## src/rtl/uart_rx_buf_pkg.sv

```systemverilog
// Shared UART definitions: receive state encoding and bit-timing derivations,
// common to the receive and transmit sides.
package uart_rx_buf_pkg;

  typedef logic [2:0] rx_state_t;

  localparam rx_state_t StIdle     = 3'd0;
  localparam rx_state_t StStart    = 3'd1;
  localparam rx_state_t StData     = 3'd2;
  localparam rx_state_t StStop     = 3'd3;
  localparam rx_state_t StWaitHigh = 3'd4;

  function automatic int unsigned clks_per_bit(input int unsigned clk_freq,
                                               input int unsigned baud);
    return clk_freq / baud;
  endfunction

  function automatic int unsigned half_bit(input int unsigned clk_freq,
                                           input int unsigned baud);
    return clks_per_bit(clk_freq, baud) / 2;
  endfunction

endpackage

```

## src/rtl/sync_fifo.sv

```systemverilog
// First-word-fall-through synchronous FIFO. A push into a full FIFO is accepted
// only when a pop happens in the same cycle; head_o reads zero while empty.
module sync_fifo #(
  parameter int unsigned WIDTH = 8,
  parameter int unsigned DEPTH = 8,
  localparam int unsigned PtrW   = $clog2(DEPTH),
  localparam int unsigned CountW = $clog2(DEPTH + 1)
) (
  input  logic              i_Clk,
  input  logic              rst,
  input  logic              push_i,
  input  logic [WIDTH-1:0]  push_data_i,
  input  logic              pop_i,
  output logic [WIDTH-1:0]  head_o,
  output logic              full_o,
  output logic              empty_o,
  output logic [CountW-1:0] count_o
);

  logic [WIDTH-1:0]  mem_q [DEPTH];
  logic [PtrW-1:0]   wr_ptr_q, wr_ptr_d;
  logic [PtrW-1:0]   rd_ptr_q, rd_ptr_d;
  logic [CountW-1:0] count_q, count_d;
  logic              push_ok, pop_ok;

  assign full_o  = (count_q == CountW'(DEPTH));
  assign empty_o = (count_q == '0);
  assign count_o = count_q;
  assign head_o  = empty_o ? '0 : mem_q[rd_ptr_q];

  always_comb begin
    pop_ok   = pop_i && !empty_o;
    push_ok  = push_i && (!full_o || pop_ok);
    wr_ptr_d = wr_ptr_q;
    rd_ptr_d = rd_ptr_q;
    count_d  = count_q;
    // Pointers wrap naturally since DEPTH is a power of two.
    if (push_ok) wr_ptr_d = wr_ptr_q + PtrW'(1);
    if (pop_ok)  rd_ptr_d = rd_ptr_q + PtrW'(1);
    case ({push_ok, pop_ok})
      2'b10:   count_d = count_q + CountW'(1);
      2'b01:   count_d = count_q - CountW'(1);
      default: count_d = count_q;
    endcase
  end

  always_ff @(posedge i_Clk) begin
    if (rst) begin
      wr_ptr_q <= '0;
      rd_ptr_q <= '0;
      count_q  <= '0;
    end else begin
      wr_ptr_q <= wr_ptr_d;
      rd_ptr_q <= rd_ptr_d;
      count_q  <= count_d;
    end
  end

  always_ff @(posedge i_Clk) begin
    if (push_ok) mem_q[wr_ptr_q] <= push_data_i;
  end

endmodule

```

## src/rtl/uart_rx_buf.sv

```systemverilog
// 8N1 UART receiver with a first-word-fall-through receive buffer, frame-error
// and overrun pulses.
module uart_rx_buf #(
  parameter int unsigned CLK_FREQ   = 25_000_000,
  parameter int unsigned BAUD       = 115200,
  parameter int unsigned FIFO_DEPTH = 8
) (
  input  logic       i_Clk,
  input  logic       rst,
  input  logic       i_UART_RX,
  output logic [7:0] o_data,
  output logic       o_valid,
  input  logic       i_ready,
  output logic [4:0] o_count,
  output logic       o_frame_err,
  output logic       o_overrun
);
  import uart_rx_buf_pkg::*;

  localparam int unsigned ClksPerBit = clks_per_bit(CLK_FREQ, BAUD);
  localparam int unsigned HalfBit    = half_bit(CLK_FREQ, BAUD);
  localparam int unsigned CntW       = $clog2(ClksPerBit + 1);
  localparam int unsigned CountW     = $clog2(FIFO_DEPTH + 1);
  localparam logic [CntW-1:0] BitEnd  = CntW'(ClksPerBit - 1);
  localparam logic [CntW-1:0] HalfEnd = CntW'(HalfBit - 1);

  logic            rx_meta_q, rx_meta_d;
  logic            rx_sync_q, rx_sync_d;
  rx_state_t       state_q, state_d;
  logic [CntW-1:0] clk_cnt_q, clk_cnt_d;
  logic [2:0]      bit_cnt_q, bit_cnt_d;
  logic [7:0]      shift_q, shift_d;
  logic            frame_err_q, frame_err_d;
  logic            overrun_q, overrun_d;

  logic              push, pop;
  logic              fifo_full, fifo_empty;
  logic [CountW-1:0] fifo_count;
  logic [7:0]        fifo_head;

  assign pop = !fifo_empty && i_ready;

  always_comb begin
    rx_meta_d   = i_UART_RX;
    rx_sync_d   = rx_meta_q;
    state_d     = state_q;
    clk_cnt_d   = clk_cnt_q;
    bit_cnt_d   = bit_cnt_q;
    shift_d     = shift_q;
    push        = 1'b0;
    frame_err_d = 1'b0;
    case (state_q)
      StIdle: begin
        if (!rx_sync_q) begin
          clk_cnt_d = '0;
          bit_cnt_d = '0;
          state_d   = StStart;
        end
      end
      StStart: begin
        if (clk_cnt_q == HalfEnd) begin
          clk_cnt_d = '0;
          // A start bit that is gone by mid-bit was a glitch.
          state_d   = rx_sync_q ? StIdle : StData;
        end else begin
          clk_cnt_d = clk_cnt_q + CntW'(1);
        end
      end
      StData: begin
        if (clk_cnt_q == BitEnd) begin
          clk_cnt_d = '0;
          shift_d   = {rx_sync_q, shift_q[7:1]};
          bit_cnt_d = bit_cnt_q + 3'd1;
          if (bit_cnt_q == 3'd7) state_d = StStop;
        end else begin
          clk_cnt_d = clk_cnt_q + CntW'(1);
        end
      end
      StStop: begin
        if (clk_cnt_q == BitEnd) begin
          clk_cnt_d = '0;
          if (rx_sync_q) begin
            push    = 1'b1;
            state_d = StIdle;
          end else begin
            frame_err_d = 1'b1;
            state_d     = StWaitHigh;
          end
        end else begin
          clk_cnt_d = clk_cnt_q + CntW'(1);
        end
      end
      StWaitHigh: begin
        // Hold off until a break releases so it cannot look like a new start bit.
        if (rx_sync_q) state_d = StIdle;
      end
      default: state_d = StIdle;
    endcase
    overrun_d = push && fifo_full && !pop;
  end

  always_ff @(posedge i_Clk) begin
    if (rst) begin
      rx_meta_q   <= 1'b1;
      rx_sync_q   <= 1'b1;
      state_q     <= StIdle;
      clk_cnt_q   <= '0;
      bit_cnt_q   <= '0;
      shift_q     <= '0;
      frame_err_q <= 1'b0;
      overrun_q   <= 1'b0;
    end else begin
      rx_meta_q   <= rx_meta_d;
      rx_sync_q   <= rx_sync_d;
      state_q     <= state_d;
      clk_cnt_q   <= clk_cnt_d;
      bit_cnt_q   <= bit_cnt_d;
      shift_q     <= shift_d;
      frame_err_q <= frame_err_d;
      overrun_q   <= overrun_d;
    end
  end

  sync_fifo #(
    .WIDTH (8),
    .DEPTH (FIFO_DEPTH)
  ) u_fifo (
    .i_Clk       (i_Clk),
    .rst         (rst),
    .push_i      (push),
    .push_data_i (shift_q),
    .pop_i       (pop),
    .head_o      (fifo_head),
    .full_o      (fifo_full),
    .empty_o     (fifo_empty),
    .count_o     (fifo_count)
  );

  assign o_data      = fifo_head;
  assign o_valid     = !fifo_empty;
  assign o_count     = 5'(fifo_count);
  assign o_frame_err = frame_err_q;
  assign o_overrun   = overrun_q;

endmodule

```

## config.mk

```make
export PLATFORM = sky130hd
export DESIGN_NAME = uart_rx_buf
export DESIGN_NICKNAME = d
export VERILOG_FILES = /design/src/rtl/uart_rx_buf_pkg.sv /design/src/rtl/sync_fifo.sv /design/src/rtl/uart_rx_buf.sv
export SDC_FILE = /design/constraint.sdc
export NUM_CORES = 1
export LEC_CHECK = 0
export ABC_AREA = 0
export CAP_MARGIN = 15
export CORE_MARGIN = 2
export CORE_UTILIZATION = 50
export CTS_CLUSTER_SIZE = 24
export DETAILED_ROUTE_END_ITERATION = 16
export GPL_TIMING_DRIVEN = 0
export PLACE_DENSITY = 0.68
export SYNTH_ARGS = -nofsm -noshare
export SYNTH_HDL_FRONTEND = slang
export SYNTH_HIERARCHICAL = 1
export SYNTH_SLANG_ARGS = --single-unit
```

## constraint.sdc

```tcl
create_clock -name i_Clk -period 5.1 [get_ports i_Clk]
set_input_delay 0.765 -clock i_Clk [delete_from_list [all_inputs] [get_ports i_Clk]]
set_output_delay 0.765 -clock i_Clk [all_outputs]
set_load 0.02 [all_outputs]
```

==> out/results.txt, run 1 <==
Final period utilization: 66.4%
Postcts setup bufs: 0
Arrival time at the worst endpoint: 3.67 ns
Area of the mapped netlist: 4380 um^2
Skew final: 0.0177 ns
H-tree lvl count: 3
IO Port Bufs: 18
First-pass GRT wire length: 12.9 mm
CTS Buffer Depth: 2
Worst path required time: 5.39 ns
Hold Crit Class: reg -> reg
Clock latency on the worst-skew pair: 0.36 ns
Core ar.: 8590 um^2
DRC: 0
Critical path endpoint category: register
CTS tree: done
Fmax: 295 MHz
Status: complete, no violations
Final nets: 368
Routed Antenna Nets: 0
Most common cell after layout, fill and taps aside: edfxtp_1
Reg2reg start: clk_cnt_q[0]
Resize count post-CTS: 0
Pin count of the biggest net entering global routing: 19
Number of synthesized flops with an enable pin: 64
Most frequent cells in the layout: edfxtp_1 (64), dfxtp_1 (39), nor2_1 (35)
Leakage: 1.67 nW
Starting Density: 51.0%
Total GRT Usage: 17.3%
Commonest register cell after synthesis: edfxtp_1
Synth async-reset ratio: 0%
Chip Width: 97.6 um
Core Rows: 34
Post-layout instance area: 4950 um^2
Top Ports: 20
# setup viols final: 0
Unrepaired setup endpoints after global routing: false
Vias/cell: 5.58
Mapped Nets: 334
Ys Warns: 6
Clock Pin Slew Worst Setup and Hold Paths: 0.09 ns
Total number of vias: 2611
Die height: 97.6 um
Die ar.: 9520 um^2
Hold Path Origin: rx_meta_q
Yosys reg bits: 103
Setup TNS: 0 ns
Wirelength per Cell: 16.5 um
Worst slew margin: 36.2%
Shortest period the worst path allows: 3.39 ns
Fin. Hold Viols: 0
MaxCap Viol Count: 0
Post-Place Cell Area: 4740 um^2
CTS Hold Buffers Added: 0
Yosys cell types: 56
CP startpoint: clk_cnt_q[0]
WHS: 0.421 ns
Diodes inserted: 0
Iter 0 DRT Violations: 105
Syn_area_per_cell: 13.6 um^2
Setup Crit Path Kind: reg -> reg
CTS Buf Count: 9
Clock Root Buffer: clkbuf_8
DRT Pass-1 Iters: 4
Peak supply drop: 0.210 mV
Final HPWL DP: 5.36 mm
Layout cells sized above 1: 15.8%
Slew Viols, Final: 0
Post-synthesis sequential area ratio: 61.7%
Initial antenna violation count: 0
Power density over the cells: 294 nW/um^2
Power Total: 1.46 mW
Final RePlAce weighted congestion: 0.759
Max Used Layer: met4
Vias in the first global route: 2550
Met3 wire length: 215 um
DR WL met2: 3.78 mm
GRT overflow: 0
CP max FO: 10
Synthesis-to-layout area growth: 13.1%
Startpoint types: register
Clock sinks: 103
Post-Route WL: 7.74 mm
Slew @ Worst Pin: 0.954 ns
Synth Instances: 321
M1 wire length: 3.64 mm
synth_stat cells, types with 2 or more instances:
master	instances	area [um^2]
xor2_1	4	35.0
a21oi_1	10	50.1
or2_2	3	18.8
or3_1	2	12.5
mux4_2	16	360
buf_1	2	7.51
nand4b_1	2	17.5
buf_2	2	10.0
nand3_1	8	40.0
inv_1	9	33.8
buf_4	4	30.0
nand2b_1	5	31.3
and3_1	4	25.0
mux2i_1	25	250
nor3_1	10	50.1
clkbuf_1	6	22.5
xnor2_1	3	26.3
nand2_1	17	63.8
a31oi_1	2	12.5
or4_1	2	15.0
nor2b_1	3	18.8
dfxtp_1	39	781
o211ai_1	3	22.5
nor4_1	2	12.5
nor2_1	35	131
nand3b_1	3	22.5
ha_1	8	100
edfxtp_1	64	1920
through the flow:
stage,worst slack (ns),cells,util (%)
2_1_floorplan,2.05,321,-
3_3_place_gp,1.18,447,54.6
3_5_place_dp,1.59,452,55.1
4_1_cts,1.70,468,57.7
5_1_grt,1.35,468,57.7
6_report,1.71,468,57.7
worst paths after layout:
path | to | slack [ns] | cells after the start
max | u_fifo/count_o[3] | 1.71 | 14
min | rx_sync_q | 0.42 | 1
max reg2reg | u_fifo/count_o[3] | 1.71 | 14
min reg2reg | rx_sync_q | 0.42 | 1
routing by layer:
metal | vias up | GRT usage (%)
li1 | 1266 | -
met1 | 1288 | 23.9
met2 | 48 | 28.0
met3 | 9 | 2.37
met4 | 0 | 6.73
met5 | - | 0
cell type report:
cell class                 count  area, um^2
tap                          108         135
buffer                        16        86.3
fill                         735        3640
multi-input combinational    193        1570
inverter                       9        33.8
timing repair buffer          23         210
clock inverter                 6        91.3
sequential                   103        2700
clock buffer                  10         128
flip-flops by register name, summed over array words and instances (netlist names), named ones only:
register / cells
bit_cnt_q: 3
clk_cnt_q: 8
o_frame_err: 1
o_overrun: 1
rx_meta_q: 1
rx_sync_q: 1
shift_q: 8
state_q: 3
u_fifo/count_o: 4
u_fifo/mem_q: 64
u_fifo/rd_ptr_q: 3
u_fifo/wr_ptr_q: 3
critical path, cell delays in order (launching register included):
cell and delay (ns):
dfxtp_1 0.34, inv_1 0.08, ha_1 0.15, nand4b_1 0.11
or3_1 0.32, buf_4 0.17, nor3_1 0.32, clkbuf_1 0.39
or2_2 0.22, inv_1 0.06, ha_1 0.32, a21oi_1 0.29
nor4bb_1 0.29, o21bai_1 0.12, a31oi_1 0.12
power by group:
part | switching [mW] | internal, mW
registers | 0.00130 | 0.875
logic | 0.0130 | 0.00868
clock network | 0.278 | 0.280
total | 0.292 | 1.16
cell families after synthesis:
family / count (synthesis) / share of synthesized area, %
flip-flops: 103 / 61.7
multiplexers: 42 / 14.2
other: 1 / 0.0856
buffers and inverters: 25 / 2.74
XOR/XNOR: 7 / 1.40
AO/OA/AOI/OAI: 29 / 4.63
adder cells (fa/ha/maj): 9 / 2.74
AND/OR/NAND/NOR: 105 / 12.5
Note: power is estimated with default switching activity, not from simulation.
==> run 2, diff against run 1 <==
- PLACE_DENSITY: 0.68 -> 0.71
- clock period: 5.1 -> 2.75 ns (I/O delays scaled with it)
==> out/results.txt, run 2 (synthesis gave the netlist of run 1 again) <==
Peak supply drop: 0.254 mV
Total number of vias: 2627
Routed Antenna Nets: 0
Core Rows: 34
Initial antenna violation count: 0
Placement Setup Slack: -0.432 ns
First-pass GRT wire length: 12.4 mm
Met3 usage: 2.95%
MaxCap Viol Count: 0
Shortest period the worst path allows: 2.83 ns
Wirelength per Cell: 16.0 um
Most common cell after layout, fill and taps aside: edfxtp_1
Leakage: 1.78 nW
Starting Density: 51.0%
Startpoint types: register
Worst path required time: 2.84 ns
Fin cells: 482
WHS: 0.417 ns
IO Port Bufs: 18
Slew Viols, Final: 0
Post-Route Utilization: 60.0%
Hold Crit Class: reg -> reg
Skew final: 0.00786 ns
Top Ports: 20
Routing usage on met1: 22.2%
DRT Pass-1 Iters: 4
# setup viols final: 32
Pin count of the biggest net entering global routing: 19
Setup TNS: -1.51 ns
Setup Crit Path Kind: reg -> reg
Slew @ Worst Pin: 0.963 ns
Top reg by flops: u_fifo/mem_q
Fmax: 354 MHz
Core ar.: 8590 um^2
Most frequent cells in the layout: edfxtp_1 (64), dfxtp_1 (36), nor2_1 (32)
GRT overflow: 0
Max FFs per register: 64
CTS tree: done
Clock latency on the worst-skew pair: 0.36 ns
Final period utilization: 103%
Chip Width: 97.6 um
Largest regs: u_fifo/mem_q x64, clk_cnt_q x8, shift_q x8
CTS Buf Count: 9
Most Crowded Layer GR: met2
Final-layout fill cell count: 684
Clock sinks: 103
Power density over the cells: 490 nW/um^2
Failing checks: negative setup slack
Diodes inserted: 0
Post-Route WL: 7.69 mm
Fin. Hold Viols: 0
Final HPWL DP: 5.17 mm
CP max FO: 5
Met2 usage: 26.9%
CTS Buffer Depth: 2
Final nets: 382
Synthesis-to-layout area growth: 17.7%
Vias/cell: 5.45
H-tree lvl count: 3
Iter 0 DRT Violations: 98
Multi-input logic area: 1670 um^2
Status: complete, but fails checks
Unrepaired setup endpoints after global routing: true
Inst Count DP: 451
CTS Hold Buffers Added: 0
Die ar.: 9520 um^2
Die height: 97.6 um
Total GRT Usage: 16.6%
Vias in the first global route: 2467
Arrival time at the worst endpoint: 2.92 ns
DRC: 0
Reg area: 2710 um^2
Final RePlAce weighted congestion: 0.811
Fin worst setup slack: -0.0788 ns
Critical path endpoint category: register
Clock Pin Slew Worst Setup and Hold Paths: 0.10 ns
Worst slew margin: 35.3%
Clock Root Buffer: clkbuf_8
Layout cells sized above 1: 23.8%
-- run 2: cell types whose count changed in the layout (fill, tap and decap cells not counted), moves of 3 or more --
cell | before | now
clkdlybuf4s50_1 | 18 | 10
dlygate4sd2_1 | 0 | 8
nor2_4 | 1 | 4
nor2_1 | 35 | 32
dfxtp_1 | 39 | 36
buf_2 | 5 | 2
buf_4 | 6 | 22
inv_1 | 9 | 6
-- run 2: per-stage QoR --
| stage | instance area [um^2] | total power, mW |
|---|---|---|
| finish | 5150 | 2.53 |
| CTS | 4990 | 2.55 |
| global route | 5150 | 2.63 |
| detailed placement | 4750 | 1.70 |
| floorplan | 4400 | 1.69 |
| global placement | 4720 | 1.70 |
-- run 2: report_power, final --
part	total (mW)	internal (mW)	switching (mW)
clock network	0.858	0.337	0.520
logic	0.0437	0.0183	0.0254
registers	1.62	1.62	0.00242
total	2.53	1.98	0.548
-- run 2: final timing paths --
kind           startpoint                 end  slack, ns  cells past startpoint
min reg2reg     rx_meta_q           rx_sync_q       0.42                      1
min             rx_meta_q           rx_sync_q       0.42                      1
max          clk_cnt_q[1]  u_fifo/mem_q[4][2]      -0.08                     12
max reg2reg  clk_cnt_q[1]  u_fifo/mem_q[4][2]      -0.08                     12
-- run 2: layout make-up --
cell class              instances  area share (%)
multi-input cells             193            32.4
repair buffers                 37            6.07
plain buffers                  16            2.16
clock buffers                   9            2.40
flip-flops and latches        103            52.6
well taps                     108            2.62
inverters                       9           0.704
clock inverters                 7            1.04
-- run 2: per-layer routing --
layer / part of all wire [%] / vias up
met5: 0 / -
met3: 2.2 / 8
met2: 50 / 36
li1: - / 1290
met4: 1.3 / 0
met1: 46 / 1293
-- run 2: critical path: stages, from the launching register on --
cell and delay [ns]:
dfxtp_4 0.37, inv_2 0.06, ha_4 0.11, nand4b_1 0.12, or3_1 0.38, buf_6 0.15
nor3_4 0.22, clkbuf_8 0.19, buf_4 0.10, o211ai_1 0.29, nor3_2 0.31, buf_4 0.15
buf_4 0.10
-- run 2: timing repair --
item	4_1_cts	5_1_grt
setup endpoints to repair	66	47
pin swaps	3	9
buffers inserted	2	13
resized for setup	23	19
